$ cat src/rtl/ps2_host_tx_if.sv
// Command/status and pad-level signals of the PS/2 host transmitter.
// The slave modport is the transmitter; master is the system side and pads.
interface ps2_host_tx_if;
  logic [7:0] tx_data;
  logic       tx_start;
  logic       busy;
  logic       done;
  logic [1:0] status;
  logic       rx_inhibit;
  logic       ps2_clk_i;
  logic       ps2_data_i;
  logic       ps2_clk_oe;
  logic       ps2_data_oe;

  modport master (
    output tx_data, tx_start, ps2_clk_i, ps2_data_i,
    input  busy, done, status, rx_inhibit, ps2_clk_oe, ps2_data_oe
  );

  modport slave (
    input  tx_data, tx_start, ps2_clk_i, ps2_data_i,
    output busy, done, status, rx_inhibit, ps2_clk_oe, ps2_data_oe
  );
endinterface

$ cat src/rtl/ps2_host_tx.sv
// Host-to-device PS/2 command transmitter: inhibit, request-to-send,
// shift 8 data bits + odd parity + stop, then collect the device ACK.
module ps2_host_tx #(
  parameter int unsigned INHIBIT_CYC = 5000,
  parameter int unsigned TIMEOUT_CYC = 750000,
  parameter int unsigned FILTER_LEN  = 8
) (
  input logic          CLK_50MHZ,
  input logic          RESET,
  ps2_host_tx_if.slave bus
);
  localparam int unsigned INH_W = $clog2(INHIBIT_CYC + 1);
  localparam int unsigned TMO_W = $clog2(TIMEOUT_CYC + 1);
  localparam int unsigned FLT_W = $clog2(FILTER_LEN + 1);

  localparam logic [INH_W-1:0] INH_LAST = INH_W'(INHIBIT_CYC - 1);
  localparam logic [TMO_W-1:0] TMO_LAST = TMO_W'(TIMEOUT_CYC - 1);
  localparam logic [FLT_W-1:0] FLT_LAST = FLT_W'(FILTER_LEN - 1);

  localparam logic [2:0] ST_IDLE      = 3'd0;
  localparam logic [2:0] ST_INHIBIT   = 3'd1;
  localparam logic [2:0] ST_SHIFT     = 3'd2;
  localparam logic [2:0] ST_ACK       = 3'd3;
  localparam logic [2:0] ST_WAIT_IDLE = 3'd4;
  localparam logic [2:0] ST_DONE      = 3'd5;

  logic             clk_meta_q, clk_sync_q, data_meta_q, data_sync_q;
  logic             clk_filt_q, fall_q;
  logic [FLT_W-1:0] flt_cnt_q;

  logic [2:0]       state_q, state_d;
  logic [INH_W-1:0] inh_cnt_q, inh_cnt_d;
  logic [TMO_W-1:0] to_cnt_q, to_cnt_d;
  logic [3:0]       bit_cnt_q, bit_cnt_d;
  logic [7:0]       byte_q, byte_d;
  logic             par_q, par_d;
  logic             nack_q, nack_d;
  logic             busy_q, busy_d;
  logic             done_q, done_d;
  logic [1:0]       status_q, status_d;
  logic             clk_oe_q, clk_oe_d;
  logic             data_oe_q, data_oe_d;
  logic             timeout_s;

  // Synchronize both pins; the clock level is only accepted after FILTER_LEN equal samples.
  always_ff @(posedge CLK_50MHZ) begin
    if (RESET) begin
      clk_meta_q  <= 1'b1;
      clk_sync_q  <= 1'b1;
      data_meta_q <= 1'b1;
      data_sync_q <= 1'b1;
      clk_filt_q  <= 1'b1;
      flt_cnt_q   <= '0;
      fall_q      <= 1'b0;
    end else begin
      clk_meta_q  <= bus.ps2_clk_i;
      clk_sync_q  <= clk_meta_q;
      data_meta_q <= bus.ps2_data_i;
      data_sync_q <= data_meta_q;
      fall_q      <= 1'b0;
      if (clk_sync_q == clk_filt_q) begin
        flt_cnt_q <= '0;
      end else if (flt_cnt_q == FLT_LAST) begin
        clk_filt_q <= clk_sync_q;
        flt_cnt_q  <= '0;
        fall_q     <= clk_filt_q;
      end else begin
        flt_cnt_q <= flt_cnt_q + FLT_W'(1);
      end
    end
  end

  // Transaction sequencing; a timeout overrides whatever the current state decided.
  always_comb begin
    state_d   = state_q;
    inh_cnt_d = inh_cnt_q;
    to_cnt_d  = to_cnt_q;
    bit_cnt_d = bit_cnt_q;
    byte_d    = byte_q;
    par_d     = par_q;
    nack_d    = nack_q;
    busy_d    = busy_q;
    done_d    = 1'b0;
    status_d  = status_q;
    clk_oe_d  = clk_oe_q;
    data_oe_d = data_oe_q;
    timeout_s = 1'b0;

    if (state_q == ST_SHIFT || state_q == ST_ACK || state_q == ST_WAIT_IDLE) begin
      to_cnt_d  = to_cnt_q + TMO_W'(1);
      timeout_s = (to_cnt_q == TMO_LAST);
    end else begin
      timeout_s = 1'b0;
    end

    case (state_q)
      ST_IDLE: begin
        if (bus.tx_start) begin
          byte_d    = bus.tx_data;
          par_d     = ~^bus.tx_data;
          busy_d    = 1'b1;
          clk_oe_d  = 1'b1;
          inh_cnt_d = '0;
          state_d   = ST_INHIBIT;
        end else begin
          clk_oe_d  = 1'b0;
          data_oe_d = 1'b0;
        end
      end
      ST_INHIBIT: begin
        if (inh_cnt_q == INH_LAST) begin
          clk_oe_d  = 1'b0;
          data_oe_d = 1'b1;
          to_cnt_d  = '0;
          bit_cnt_d = 4'd0;
          state_d   = ST_SHIFT;
        end else begin
          inh_cnt_d = inh_cnt_q + INH_W'(1);
        end
      end
      ST_SHIFT: begin
        if (fall_q) begin
          // The device samples on its rising edge, so each bit is presented right after a fall.
          if (bit_cnt_q < 4'd8) begin
            data_oe_d = ~byte_q[bit_cnt_q[2:0]];
          end else if (bit_cnt_q == 4'd8) begin
            data_oe_d = ~par_q;
          end else begin
            data_oe_d = 1'b0;
            state_d   = ST_ACK;
          end
          bit_cnt_d = bit_cnt_q + 4'd1;
        end else begin
          data_oe_d = data_oe_q;
        end
      end
      ST_ACK: begin
        if (fall_q) begin
          nack_d  = data_sync_q;
          state_d = ST_WAIT_IDLE;
        end else begin
          nack_d = nack_q;
        end
      end
      ST_WAIT_IDLE: begin
        if (clk_filt_q && data_sync_q) begin
          done_d   = 1'b1;
          busy_d   = 1'b0;
          status_d = {1'b0, nack_q};
          state_d  = ST_DONE;
        end else begin
          done_d = 1'b0;
        end
      end
      ST_DONE: begin
        state_d = ST_IDLE;
      end
      default: begin
        busy_d    = 1'b0;
        clk_oe_d  = 1'b0;
        data_oe_d = 1'b0;
        state_d   = ST_IDLE;
      end
    endcase

    if (timeout_s) begin
      clk_oe_d  = 1'b0;
      data_oe_d = 1'b0;
      busy_d    = 1'b0;
      done_d    = 1'b1;
      status_d  = 2'b10;
      state_d   = ST_DONE;
    end else begin
      timeout_s = 1'b0;
    end
  end

  // State and registered outputs.
  always_ff @(posedge CLK_50MHZ) begin
    if (RESET) begin
      state_q   <= ST_IDLE;
      inh_cnt_q <= '0;
      to_cnt_q  <= '0;
      bit_cnt_q <= 4'd0;
      byte_q    <= 8'h00;
      par_q     <= 1'b0;
      nack_q    <= 1'b0;
      busy_q    <= 1'b0;
      done_q    <= 1'b0;
      status_q  <= 2'b00;
      clk_oe_q  <= 1'b0;
      data_oe_q <= 1'b0;
    end else begin
      state_q   <= state_d;
      inh_cnt_q <= inh_cnt_d;
      to_cnt_q  <= to_cnt_d;
      bit_cnt_q <= bit_cnt_d;
      byte_q    <= byte_d;
      par_q     <= par_d;
      nack_q    <= nack_d;
      busy_q    <= busy_d;
      done_q    <= done_d;
      status_q  <= status_d;
      clk_oe_q  <= clk_oe_d;
      data_oe_q <= data_oe_d;
    end
  end

  assign bus.busy        = busy_q;
  assign bus.done        = done_q;
  assign bus.status      = status_q;
  assign bus.rx_inhibit  = busy_q;
  assign bus.ps2_clk_oe  = clk_oe_q;
  assign bus.ps2_data_oe = data_oe_q;
endmodule

$ cat src/flat_wrapper.sv
// flat-port wrapper written by rule: the top's interface ports become plain ports
module ps2_host_tx_flat 
#(
  parameter int unsigned INHIBIT_CYC = 5000,
  parameter int unsigned TIMEOUT_CYC = 750000,
  parameter int unsigned FILTER_LEN  = 8
)
  (CLK_50MHZ, RESET, bus_tx_data, bus_tx_start, bus_ps2_clk_i, bus_ps2_data_i, bus_busy, bus_done, bus_status, bus_rx_inhibit, bus_ps2_clk_oe, bus_ps2_data_oe);
  ps2_host_tx_if bus_i ();
  input logic CLK_50MHZ;
  input logic RESET;
  input wire logic [$bits(bus_i.tx_data)-1:0] bus_tx_data;
  input wire logic [$bits(bus_i.tx_start)-1:0] bus_tx_start;
  input wire logic [$bits(bus_i.ps2_clk_i)-1:0] bus_ps2_clk_i;
  input wire logic [$bits(bus_i.ps2_data_i)-1:0] bus_ps2_data_i;
  output wire logic [$bits(bus_i.busy)-1:0] bus_busy;
  output wire logic [$bits(bus_i.done)-1:0] bus_done;
  output wire logic [$bits(bus_i.status)-1:0] bus_status;
  output wire logic [$bits(bus_i.rx_inhibit)-1:0] bus_rx_inhibit;
  output wire logic [$bits(bus_i.ps2_clk_oe)-1:0] bus_ps2_clk_oe;
  output wire logic [$bits(bus_i.ps2_data_oe)-1:0] bus_ps2_data_oe;
  assign bus_i.tx_data = bus_tx_data;
  assign bus_i.tx_start = bus_tx_start;
  assign bus_i.ps2_clk_i = bus_ps2_clk_i;
  assign bus_i.ps2_data_i = bus_ps2_data_i;
  assign bus_busy = bus_i.busy;
  assign bus_done = bus_i.done;
  assign bus_status = bus_i.status;
  assign bus_rx_inhibit = bus_i.rx_inhibit;
  assign bus_ps2_clk_oe = bus_i.ps2_clk_oe;
  assign bus_ps2_data_oe = bus_i.ps2_data_oe;
  ps2_host_tx #(.INHIBIT_CYC(INHIBIT_CYC), .TIMEOUT_CYC(TIMEOUT_CYC), .FILTER_LEN(FILTER_LEN)) u_core (.CLK_50MHZ(CLK_50MHZ), .RESET(RESET), .bus(bus_i));
endmodule
$ cat config.mk
export PLATFORM = sky130hd
export DESIGN_NAME = ps2_host_tx_flat
export DESIGN_NICKNAME = d
export VERILOG_FILES = /design/src/rtl/ps2_host_tx_if.sv /design/src/rtl/ps2_host_tx.sv /design/src/flat_wrapper.sv
export SDC_FILE = /design/constraint.sdc
export NUM_CORES = 1
export LEC_CHECK = 0
export ABC_AREA = 1
export BUFFER_PORTS_ARGS = -buffer_cell sky130_fd_sc_hd__buf_4
export CAP_MARGIN = 20
export CORE_ASPECT_RATIO = 0.7
export CORE_MARGIN = 2
export CORE_UTILIZATION = 55
export DETAILED_ROUTE_END_ITERATION = 16
export PLACE_DENSITY_LB_ADDON = 0.2
export SETUP_SLACK_MARGIN = 0.3
export SLEW_MARGIN = 30
export SYNTH_ARGS = -nofsm -noshare
export SYNTH_HDL_FRONTEND = slang
export SYNTH_SLANG_ARGS = --single-unit
$ cat constraint.sdc
create_clock -name CLK_50MHZ -period 1.9 [get_ports CLK_50MHZ]
set_clock_uncertainty 0.15 [all_clocks]
set_input_delay 0.19 -clock CLK_50MHZ [delete_from_list [all_inputs] [get_ports CLK_50MHZ]]
set_output_delay 0.19 -clock CLK_50MHZ [all_outputs]
set_load 0.02 [all_outputs]
==> flow_summary.json, run 1 <==
{
  "tns_ps": 0,
  "seq_area_frac_synth": 0.378,
  "yosys-top-cells-area": "dfxtp_1 (38%), nand2_1 (14%), nor2_1 (7.6%), inv_1 (6.2%), a21oi_1 (6.0%)",
  "post_drt_wl_per_cell_um": 13.7,
  "path_max_fanout": 4,
  "finalNetCount": 601,
  "cts_made_buffers": 9,
  "fin_util": 0.725,
  "grt_antenna_before_repair": 0,
  "worstPathRequired_ps": 2020,
  "worstHoldPathCells": 3,
  "first_iter_violations": 437,
  "start_util": 0.565,
  "hold_start": "bus_tx_data[2]",
  "power_density_mw_per_mm2": 1070,
  "synthCells": 528,
  "cts_tree": "yes",
  "coreArea_mm2": 0.00619,
  "reg2reg_slack_ps": 320,
  "max_slew_margin": 0.747,
  "crit_path_top_delay_cell": "dfxtp_4",
  "cts_max_level": 3,
  "area_growth_syn_to_layout_pct": 28.2,
  "dieArea_mm2": 0.00702,
  "finalSetupViolCount": 0,
  "final_common_cell": "nand2_1",
  "layout_common_cells": "nand2_1 (123), nor2_1 (61), inv_1 (56)",
  "worst_slew_pin_slew_ps": 377,
  "rsz0062_at_grt": "yes",
  "row_count": 24,
  "grt_pass1_wl_um": 14700,
  "hpwl_um": 6120,
  "rr_worst_depth": 8,
  "overflow": 0,
  "drt-total-wl_um": 9110,
  "die_y_um": 70.7,
  "timing.critical_path.mode_cell": "nor2_4",
  "synth_area_mm2": 0.00349,
  "yosysTopAreaCellShare": 0.378,
  "yosys.area.top_type": "dfxtp_1",
  "maxSlewViolCount": 0,
  "worst_r2r_endpoint": "u_core.to_cnt_q[12]",
  "yosysWarnings": 0,
  "vdd_drop_max_v": 0.000902,
  "cp-end-kind": "flip-flop",
  "diodes": 0,
  "path_class": "flip-flop to flip-flop",
  "drtPass1Iterations": 5,
  "avgSynthCellArea_um2": 6.62,
  "r2r_start": "u_core.to_cnt_q[0]",
  "die_x_um": 99.3,
  "num_vias": 3636,
  "port_buffers": 19,
  "timing.max_cap.violations": 0,
  "status": "finished clean",
  "cts_buffer_depth": 2,
  "hp-class": "input port to flip-flop",
  "min_to": "u_core.byte_q[2]",
  "drc_errors": 0,
  "ys_ff_latch": 66,
  "slowest_delay_ps": 370,
  "worstSkewPairLatency_ps": 350,
  "antenna_left": 0,
  "clock-root-buffer": "clkbuf_8",
  "syn_nets": 545,
  "fmax_mhz": 633,
  "via_per_inst": 5.45,
  "hold_violations": 0,
  "worstPathArrival_ps": 1700,
  "io_pins": 20,
  "groute.usage.overall": 0.261,
  "min_period_over_period": 0.831,
  "synth_cell_types": 35,
  "power.leakage_uw": 0.00177,
  "grt_max_degree": 19,
  "drive_gt1_frac": 0.261,
  "worst_setup_path_start_kind": "flip-flop",
  "fillers": 469,
  "place.gp.congestion": 0.960,
  "path_clk_slew_ps": 80,
  "crit_chain": "ha_4 -> nand3_4 -> nor2_4 -> nand2_4 -> nor2_4 -> nand2_2 -> xor2_1 -> nor2_1",
  "fin_crit_ps": 1580,
  "grt_pass1_vias": 3304,
  "numClockSinks": 66
}
[timing repair]
| item | 4_1_cts | 5_1_grt |
|---|---|---|
| setup endpoints to repair | 43 | 44 |
| hold buffers | 8 | 0 |
| pin swaps | 5 | 14 |
| gates resized for setup | 22 | 66 |
| gates cloned | 0 | 1 |
| buffers inserted | 11 | 5 |
| endpoints found under the hold margin | 8 | 0 |
[worst max-delay path: cells and delay by family (launching register included)]
kind | cells | cell delay, ps
AND/OR/NAND/NOR | 6 | 680
flip-flops | 1 | 370
XOR/XNOR | 1 | 160
adder cells (fa/ha/maj) | 1 | 150
[area by class of cell]
| type | count | area [um^2] | area share |
|---|---|---|---|
| timing repair inverter | 1 | 6.26 | 0.00140 |
| inverter | 71 | 287 | 0.0639 |
| tap | 78 | 97.6 | 0.0218 |
| clock buffer | 9 | 124 | 0.0276 |
| clock inverter | 7 | 92.6 | 0.0207 |
| timing repair buffer | 55 | 448 | 0.0999 |
| sequential | 66 | 1360 | 0.304 |
| multi-input combinational | 380 | 2060 | 0.460 |
[flip-flops by register name, indices dropped and copies added, names as in the netlist, 2 cells and up]
register and flops:
u_core.bit_cnt_q 4, u_core.bus.status 2, u_core.byte_q 8, u_core.inh_cnt_q 13
u_core.flt_cnt_q 4, u_core.to_cnt_q 20, u_core.state_q 3
[logic make-up (layout without fill, tap and decap cells)]
group | after synthesis | in the layout | synth area share
xor gates and xnor gates | 14 | 14 | 0.0351
buffers and inverters | 82 | 143 | 0.0967
DFF | 66 | 66 | 0.378
adders and majority gates | 4 | 4 | 0.0143
AOI/OAI and AO/OA | 71 | 71 | 0.107
and+or+nand+nor | 291 | 291 | 0.368
[cell usage after synthesis]
| library cell | n |
|---|---|
| a211oi_2 | 1 |
| a21oi_1 | 42 |
| a31oi_1 | 1 |
| and2_1 | 1 |
| buf_2 | 4 |
| buf_4 | 2 |
| buf_6 | 2 |
| clkbuf_1 | 3 |
| dfxtp_1 | 66 |
| ha_1 | 4 |
| inv_1 | 58 |
| inv_2 | 12 |
| inv_4 | 1 |
| nand2_1 | 134 |
| nand2_2 | 3 |
| nand2_4 | 2 |
| nand3_1 | 40 |
| nand3_2 | 1 |
| nand3_4 | 1 |
| nand3b_1 | 2 |
| nand4_1 | 14 |
| nor2_1 | 71 |
| nor2_2 | 3 |
| nor2_4 | 2 |
| nor3_1 | 10 |
| nor3_2 | 1 |
| nor3b_1 | 1 |
| o211ai_1 | 3 |
| o21ai_0 | 18 |
| o21ai_1 | 5 |
| o21ai_2 | 1 |
| or2_0 | 1 |
| or2_2 | 4 |
| xnor2_1 | 5 |
| xor2_1 | 9 |
[how the worst max path moves through the flow]
stage / startpoint / endpoint / slack, ps / cells after the start
3_5_place_dp: u_core.inh_cnt_q[0] / u_core.inh_cnt_q[12] / 90 / 9
4_1_cts: u_core.inh_cnt_q[1] / u_core.bus.ps2_data_oe / 290 / 9
2_1_floorplan: u_core.inh_cnt_q[0] / u_core.inh_cnt_q[7] / 310 / 11
3_3_place_gp: u_core.inh_cnt_q[0] / u_core.inh_cnt_q[9] / 140 / 9
5_1_grt: u_core.to_cnt_q[10] / u_core.to_cnt_q[19] / 210 / 8
6_report: u_core.to_cnt_q[0] / u_core.to_cnt_q[12] / 320 / 8
[stage by stage]
| stage | cell area [um^2] | setup slack [ps] | hold WS [ps] | power [uW] | instances |
|---|---|---|---|---|---|
| detailed placement | 3790 | 88.7 | 232 | 2980 | 626 |
| floorplan | 3530 | 314 | 144 | 2690 | 528 |
| global placement | 3790 | 145 | 226 | 2930 | 626 |
| finish | 4480 | 320 | 6.04 | 4800 | 667 |
| global route | 4480 | 209 | 37.9 | 5060 | 667 |
| CTS | 4240 | 294 | 1.30 | 4550 | 661 |
[power breakdown]
part,switching (uW),internal (uW),total [uW]
clock,580,737,1320
combinational,1080,689,1770
sequential,153,1560,1710
total,1810,2990,4800
[metal layers]
metal | wire length (um) | track usage | part of all wire
met5 | 0 | 0 | 0
met3 | 771 | 0.0682 | 0.085
met2 | 3940 | 0.407 | 0.43
met1 | 4250 | 0.361 | 0.47
met4 | 154 | 0.0761 | 0.017
Power figures use the tool's default switching activity.
==> run 2: changes to the inputs <==
==> constraint.sdc (replaced) <==
create_clock -name CLK_50MHZ -period 1.53 [get_ports CLK_50MHZ]
set_clock_uncertainty 0.15 [all_clocks]
set_input_delay 0.153 -clock CLK_50MHZ [delete_from_list [all_inputs] [get_ports CLK_50MHZ]]
set_output_delay 0.153 -clock CLK_50MHZ [all_outputs]
set_load 0.02 [all_outputs]
==> run 2 against run 1 <==
- the flow now finishes with violations (setup timing)
- core utilization up 15 points
- critical path depth up 2
- via count up 25%
- setup slack worse by 740 ps
- final cell count up 10%
- die area unchanged
- power up 49%
- sequential cell count unchanged
- clock-buffer cell count up 5
- sequential power up 25%
- routed wire length up 61%
- largest cell class unchanged
==> flow_summary.json, run 2 (synthesized netlist as in run 1, its figures left out) <==
{
  "power_density_mw_per_mm2": 1330,
  "grt_antenna_before_repair": 0,
  "die_x_um": 99.3,
  "port_buffers": 19,
  "worstPathRequired_ps": 1650,
  "dieArea_mm2": 0.00702,
  "drc_errors": 0,
  "dpl-instance-area_mm2": 0.00431,
  "drive_gt1_frac": 0.403,
  "worstPathArrival_ps": 2070,
  "hold_start": "RESET",
  "worstHoldPathCells": 4,
  "groute.usage.overall": 0.336,
  "r2r_start": "u_core.clk_filt_q",
  "drtPass1Iterations": 8,
  "vdd_drop_max_v": 0.00102,
  "hpwl_um": 6620,
  "finalSetupViolCount": 48,
  "cp-end-kind": "flip-flop",
  "coreArea_mm2": 0.00619,
  "worstSkewPairLatency_ps": 370,
  "rr_worst_depth": 10,
  "total_power_uw": 7150,
  "hp-class": "input port to flip-flop",
  "reg2reg_slack_ps": -420,
  "final_cells": 735,
  "place.gp.congestion": 0.982,
  "final_common_cell": "nand2_1",
  "worst_setup_path_start_kind": "flip-flop",
  "path_clk_slew_ps": 80,
  "worstSetupStartpoint": "u_core.clk_filt_q",
  "area_growth_syn_to_layout_pct": 54.2,
  "fmax_mhz": 513,
  "dp_cells": 686,
  "rsz0062_at_grt": "yes",
  "layout_common_cells": "nand2_1 (110), buf_4 (91), inv_1 (55)",
  "io_pins": 20,
  "fin_crit_ps": 1950,
  "maxSlewViolCount": 0,
  "power.leakage_uw": 0.00221,
  "final_cell_area_mm2": 0.00539,
  "num_vias": 4539,
  "diodes": 0,
  "drt-total-wl_um": 14700,
  "min_period_over_period": 1.27,
  "post_drt_wl_per_cell_um": 20.0,
  "top_register": "u_core.to_cnt_q",
  "via_per_inst": 6.18,
  "worst_slew_pin_slew_ps": 500,
  "cts_buffer_depth": 2,
  "row_count": 24,
  "largest_register_ffs": 20,
  "max_slew_margin": 0.665,
  "min_to": "u_core.state_q[2]",
  "start_util": 0.565,
  "cts_max_level": 3,
  "clock-root-buffer": "clkbuf_8",
  "timing.max_cap.violations": 0,
  "finalNetCount": 669,
  "path_class": "flip-flop to flip-flop",
  "status": "finished with violations",
  "violations": "setup timing",
  "top_regs": "u_core.to_cnt_q x20, u_core.inh_cnt_q x13, u_core.byte_q x8",
  "first_iter_violations": 605,
  "cts_tree": "yes",
  "hold_violations": 0,
  "die_y_um": 70.7,
  "numClockSinks": 66,
  "path_max_fanout": 4,
  "grt_max_degree": 19,
  "finalWorstSetupSlack_ps": -420,
  "timing.hold.ws_ps": 73.0,
  "grt_pass1_vias": 4050,
  "grt_pass1_wl_um": 18800,
  "overflow": 0,
  "place_ws_ps": -190,
  "antenna_left": 0,
  "cts_made_buffers": 9,
  "worst_r2r_endpoint": "u_core.state_q[0]"
}
==> run 2: cell types whose count changed in the layout (fill, tap and decap cells not counted), sizes merged <==
cell,before,now
clkinvlp,1,0
buf,47,110
clkinv,3,1
clkbuf,9,14
dlygate4sd3,8,13
bufinv,2,1
inv,73,72
==> run 2: worst max path at each step <==
stage	end	slack, ps	cells after the start
finish	u_core.state_q[0]	-420	10
CTS	u_core.bus.done	-50	7
floorplan	u_core.inh_cnt_q[7]	-20	11
detailed placement	u_core.inh_cnt_q[8]	-190	8
global route	u_core.state_q[0]	-410	10
global placement	u_core.inh_cnt_q[9]	-70	8
==> run 2: per-stage QoR <==
stage          utilization  setup TNS, ps
2_1_floorplan            -          -71.4
6_report             0.871          -7890
4_1_cts              0.833           -244
3_3_place_gp         0.697           -531
5_1_grt              0.871          -9000
3_5_place_dp         0.697          -1600
==> run 2: worst max-delay path, stage by stage, from the launching register on <==
cell,delay [ps]
dfxtp_1,470
nand2_1,160
nand3_1,120
nand2_1,70
inv_1,170
nand3_1,120
nand2_1,130
nand2_4,90
nand2_1,80
nand2_1,70
nor2_1,230
==> run 2: timing repair <==
action | in CTS | in global routing
setup buffers | 13 | 4
gates resized for setup | 106 | 51
pin swaps | 33 | 22
gates cloned | 3 | 0
endpoints found under the hold margin | 22 | 5
hold buffers | 10 | 3
endpoints found under the setup margin | 60 | 62
==> run 2: area by class of cell <==
cell class | instances | area (um^2)
multi-input combinational | 380 | 2370
sequential | 66 | 1350
timing repair buffer | 123 | 1080
fill | 285 | 798
inverter | 71 | 289
clock buffer | 14 | 163
tap | 78 | 97.6
clock inverter | 2 | 35.0
timing repair inverter | 1 | 8.76
==> run 2: routing by layer <==
| metal | up-vias | wire length (um) | GRT usage |
|---|---|---|---|
| met1 | 2060 | 5220 | 0.407 |
| met5 | - | 0 | 0 |
| met3 | 141 | 1740 | 0.0711 |
| li1 | 1937 | - | - |
| met4 | 0 | 1140 | 0.129 |
| met2 | 401 | 6590 | 0.588 |
==> run 2: power breakdown <==
| group | switching [uW] | internal [uW] |
|---|---|---|
| logic | 2080 | 1360 |
| registers | 201 | 1940 |
| clock network | 730 | 843 |
==> run 3: changes to the inputs <==
--- a/config.mk
+++ b/config.mk
@@ -9,11 +9,10 @@
 export BUFFER_PORTS_ARGS = -buffer_cell sky130_fd_sc_hd__buf_4
 export CAP_MARGIN = 20
 export CORE_ASPECT_RATIO = 0.7
-export CORE_MARGIN = 2
-export CORE_UTILIZATION = 55
+export CORE_MARGIN = 4
+export CORE_UTILIZATION = 35
 export DETAILED_ROUTE_END_ITERATION = 16
 export PLACE_DENSITY_LB_ADDON = 0.2
-export SETUP_SLACK_MARGIN = 0.3
 export SLEW_MARGIN = 30
 export SYNTH_ARGS = -nofsm -noshare
 export SYNTH_HDL_FRONTEND = slang
==> run 3 against run 2 <==
- the run still ends with setup timing left
- final area decreased by 5.0%
- sequential power decreased by 2%
- register-to-register slack improved by 380 ps
- global-route usage decreased by 17 points
- sequential cell count unchanged
- non-clock buffer count decreased by 17
- fmax increased by 24%
- critical path depth decreased by 1
- via count decreased by 20%
- clock power increased by 31%
- sequential share of layout area increased by 1.3 points
==> flow_summary.json, run 3 (synthesized netlist as in run 1, its figures left out) <==
{
  "clock-root-buffer": "clkbuf_16",
  "grt_pass1_vias": 3328,
  "path_class": "flip-flop to flip-flop",
  "io_pins": 20,
  "crit_buf_inv": 2,
  "rsz0062_at_grt": "yes",
  "grt_antenna_before_repair": 0,
  "path_max_fanout": 7,
  "crit_path_top_delay_cell": "dfxtp_1",
  "final_common_cell": "nand2_1",
  "switching_share": 0.349,
  "rr_worst_depth": 9,
  "status": "finished with violations",
  "post_drt_wl_per_cell_um": 12.4,
  "p_comb_frac": 0.398,
  "vdd_drop_max_v": 0.000708,
  "min_to": "u_core.state_q[0]",
  "r2r_start": "u_core.inh_cnt_q[6]",
  "drtPass1Iterations": 5,
  "maxSlewViolCount": 0,
  "hpwl_um": 6890,
  "finalNetCount": 651,
  "cp-end-kind": "flip-flop",
  "layout_common_cells": "nand2_1 (122), buf_4 (87), nor2_1 (56)",
  "hold_violations": 0,
  "cp_top_family": "simple AND/OR/NAND/NOR gates",
  "grt_pass1_wl_um": 15300,
  "drt-total-wl_um": 9490,
  "worst_setup_path_start_kind": "flip-flop",
  "worstPathRequired_ps": 1600,
  "via_per_inst": 4.75,
  "cts_buffer_depth": 2,
  "port_buffers": 19,
  "place_ws_ps": -194,
  "cts_made_buffers": 9,
  "power_density_mw_per_mm2": 1340,
  "net-switching-power_uw": 2400,
  "fmax_mhz": 636,
  "worst_r2r_endpoint": "u_core.inh_cnt_q[2]",
  "groute.usage.overall": 0.162,
  "timing.max_cap.violations": 0,
  "overflow": 0,
  "start_util": 0.359,
  "p_seq_frac": 0.303,
  "grt_max_degree": 19,
  "worstHoldPathCells": 4,
  "crit_chain": "inv_1 -> nand2_1 -> nor2_2 -> nand3_4 -> nand2_4 -> nand2_8 -> buf_4 -> a21oi_1 -> nor2_1",
  "finalWorstSetupSlack_ps": -43.1,
  "num_vias": 3646,
  "power.share.clock": 0.298,
  "area_growth_syn_to_layout_pct": 46.4,
  "fin_crit_ps": 1570,
  "slowest_delay_ps": 310,
  "violations": "setup timing",
  "antenna_left": 0,
  "path_clk_slew_ps": 60,
  "first_iter_violations": 237,
  "min_period_over_period": 1.03,
  "die_x_um": 127,
  "cts_max_level": 3,
  "worstSkewPairLatency_ps": 330,
  "row_count": 30,
  "power.leakage_uw": 0.00208,
  "finalSetupViolCount": 11,
  "worst_slew_pin_slew_ps": 340,
  "top_register": "u_core.to_cnt_q",
  "diodes": 0,
  "largest_register_ffs": 20,
  "drive_gt1_frac": 0.332,
  "reg2reg_slack_ps": -40,
  "timing.hold.ws_ps": 91.4,
  "numClockSinks": 66,
  "dieArea_mm2": 0.0117,
  "max_slew_margin": 0.773,
  "total_power_uw": 6870,
  "hold_start": "RESET",
  "hp-class": "input port to flip-flop",
  "top_regs": "u_core.to_cnt_q x20, u_core.inh_cnt_q x13, u_core.byte_q x8",
  "internal_power_uw": 4470,
  "cts_tree": "yes",
  "die_y_um": 91.6,
  "drc_errors": 0,
  "worstPathArrival_ps": 1640,
  "place.gp.congestion": 0.894,
  "coreArea_mm2": 0.00972
}
-- run 3: changes by cell type in the layout (fill, tap and decap cells not counted), moves of 9 or more --
cell | previous run | this run
a21oi_2 | 21 | 5
clkbuf_16 | 0 | 9
a21oi_1 | 20 | 37
clkbuf_8 | 11 | 1
nand2_1 | 110 | 122
o21ai_0 | 3 | 15
-- run 3: per-layer routing --
metal,vias up,part of all wire,track usage
met5,-,0,0
met3,13,0.050,0.0453
met4,0,0.012,0.0482
li1,1908,-,-
met1,1640,0.51,0.234
met2,85,0.42,0.233
-- run 3: power groups by stage --
stage	Combinational [uW]	Clock, uW	Sequential, uW
after CTS	2380	2100	2050
after floorplan	1260	0	2100
final	2740	2050	2090
after global routing	3010	2200	2110
after detailed placement	2220	0	2070
after global placement	2180	0	2060
-- run 3: worst max-delay path by stage --
| stage | start | end | slack, ps | cells past startpoint |
|---|---|---|---|---|
| floorplan | u_core.inh_cnt_q[0] | u_core.inh_cnt_q[7] | -20 | 11 |
| global placement | u_core.to_cnt_q[0] | u_core.to_cnt_q[12] | -120 | 8 |
| detailed placement | u_core.to_cnt_q[0] | u_core.to_cnt_q[8] | -190 | 8 |
| CTS | u_core.inh_cnt_q[1] | u_core.inh_cnt_q[3] | -50 | 10 |
| global route | u_core.inh_cnt_q[1] | u_core.bit_cnt_q[2] | -140 | 10 |
| finish | u_core.inh_cnt_q[6] | u_core.inh_cnt_q[2] | -40 | 9 |
-- run 3: worst min-delay path: stages --
cell	delay [ps]
buf_4	100
inv_2	140
nand2_1	110
nor2_1	30
-- run 3: final cells by class --
| class | instances | area [um^2] |
|---|---|---|
| inverters | 71 | 292 |
| fillers | 936 | 4610 |
| repair buffers | 106 | 872 |
| flip-flops and latches | 66 | 1350 |
| multi-input cells | 380 | 2140 |
| clock buffers | 11 | 243 |
| clock inverters | 5 | 53.8 |
| well taps | 128 | 160 |
-- run 3: repair_timing --
item,CTS,global route
pin swaps,10,13
gates cloned,0,0
setup buffers,2,5
endpoints found under the setup margin,41,53
gates resized for setup,28,76
endpoints found under the hold margin,10,0
hold buffers,10,0
-- run 3: metrics by stage --
step                area [um^2]   util  cells  setup TNS, ps
floorplan                  3540      -    528          -61.7
global route               5120  0.526    767          -2520
finish                     5120  0.526    767           -299
detailed placement         4320  0.444    734          -2200
CTS                        4830  0.497    762           -143
global placement           4320  0.444    734           -824
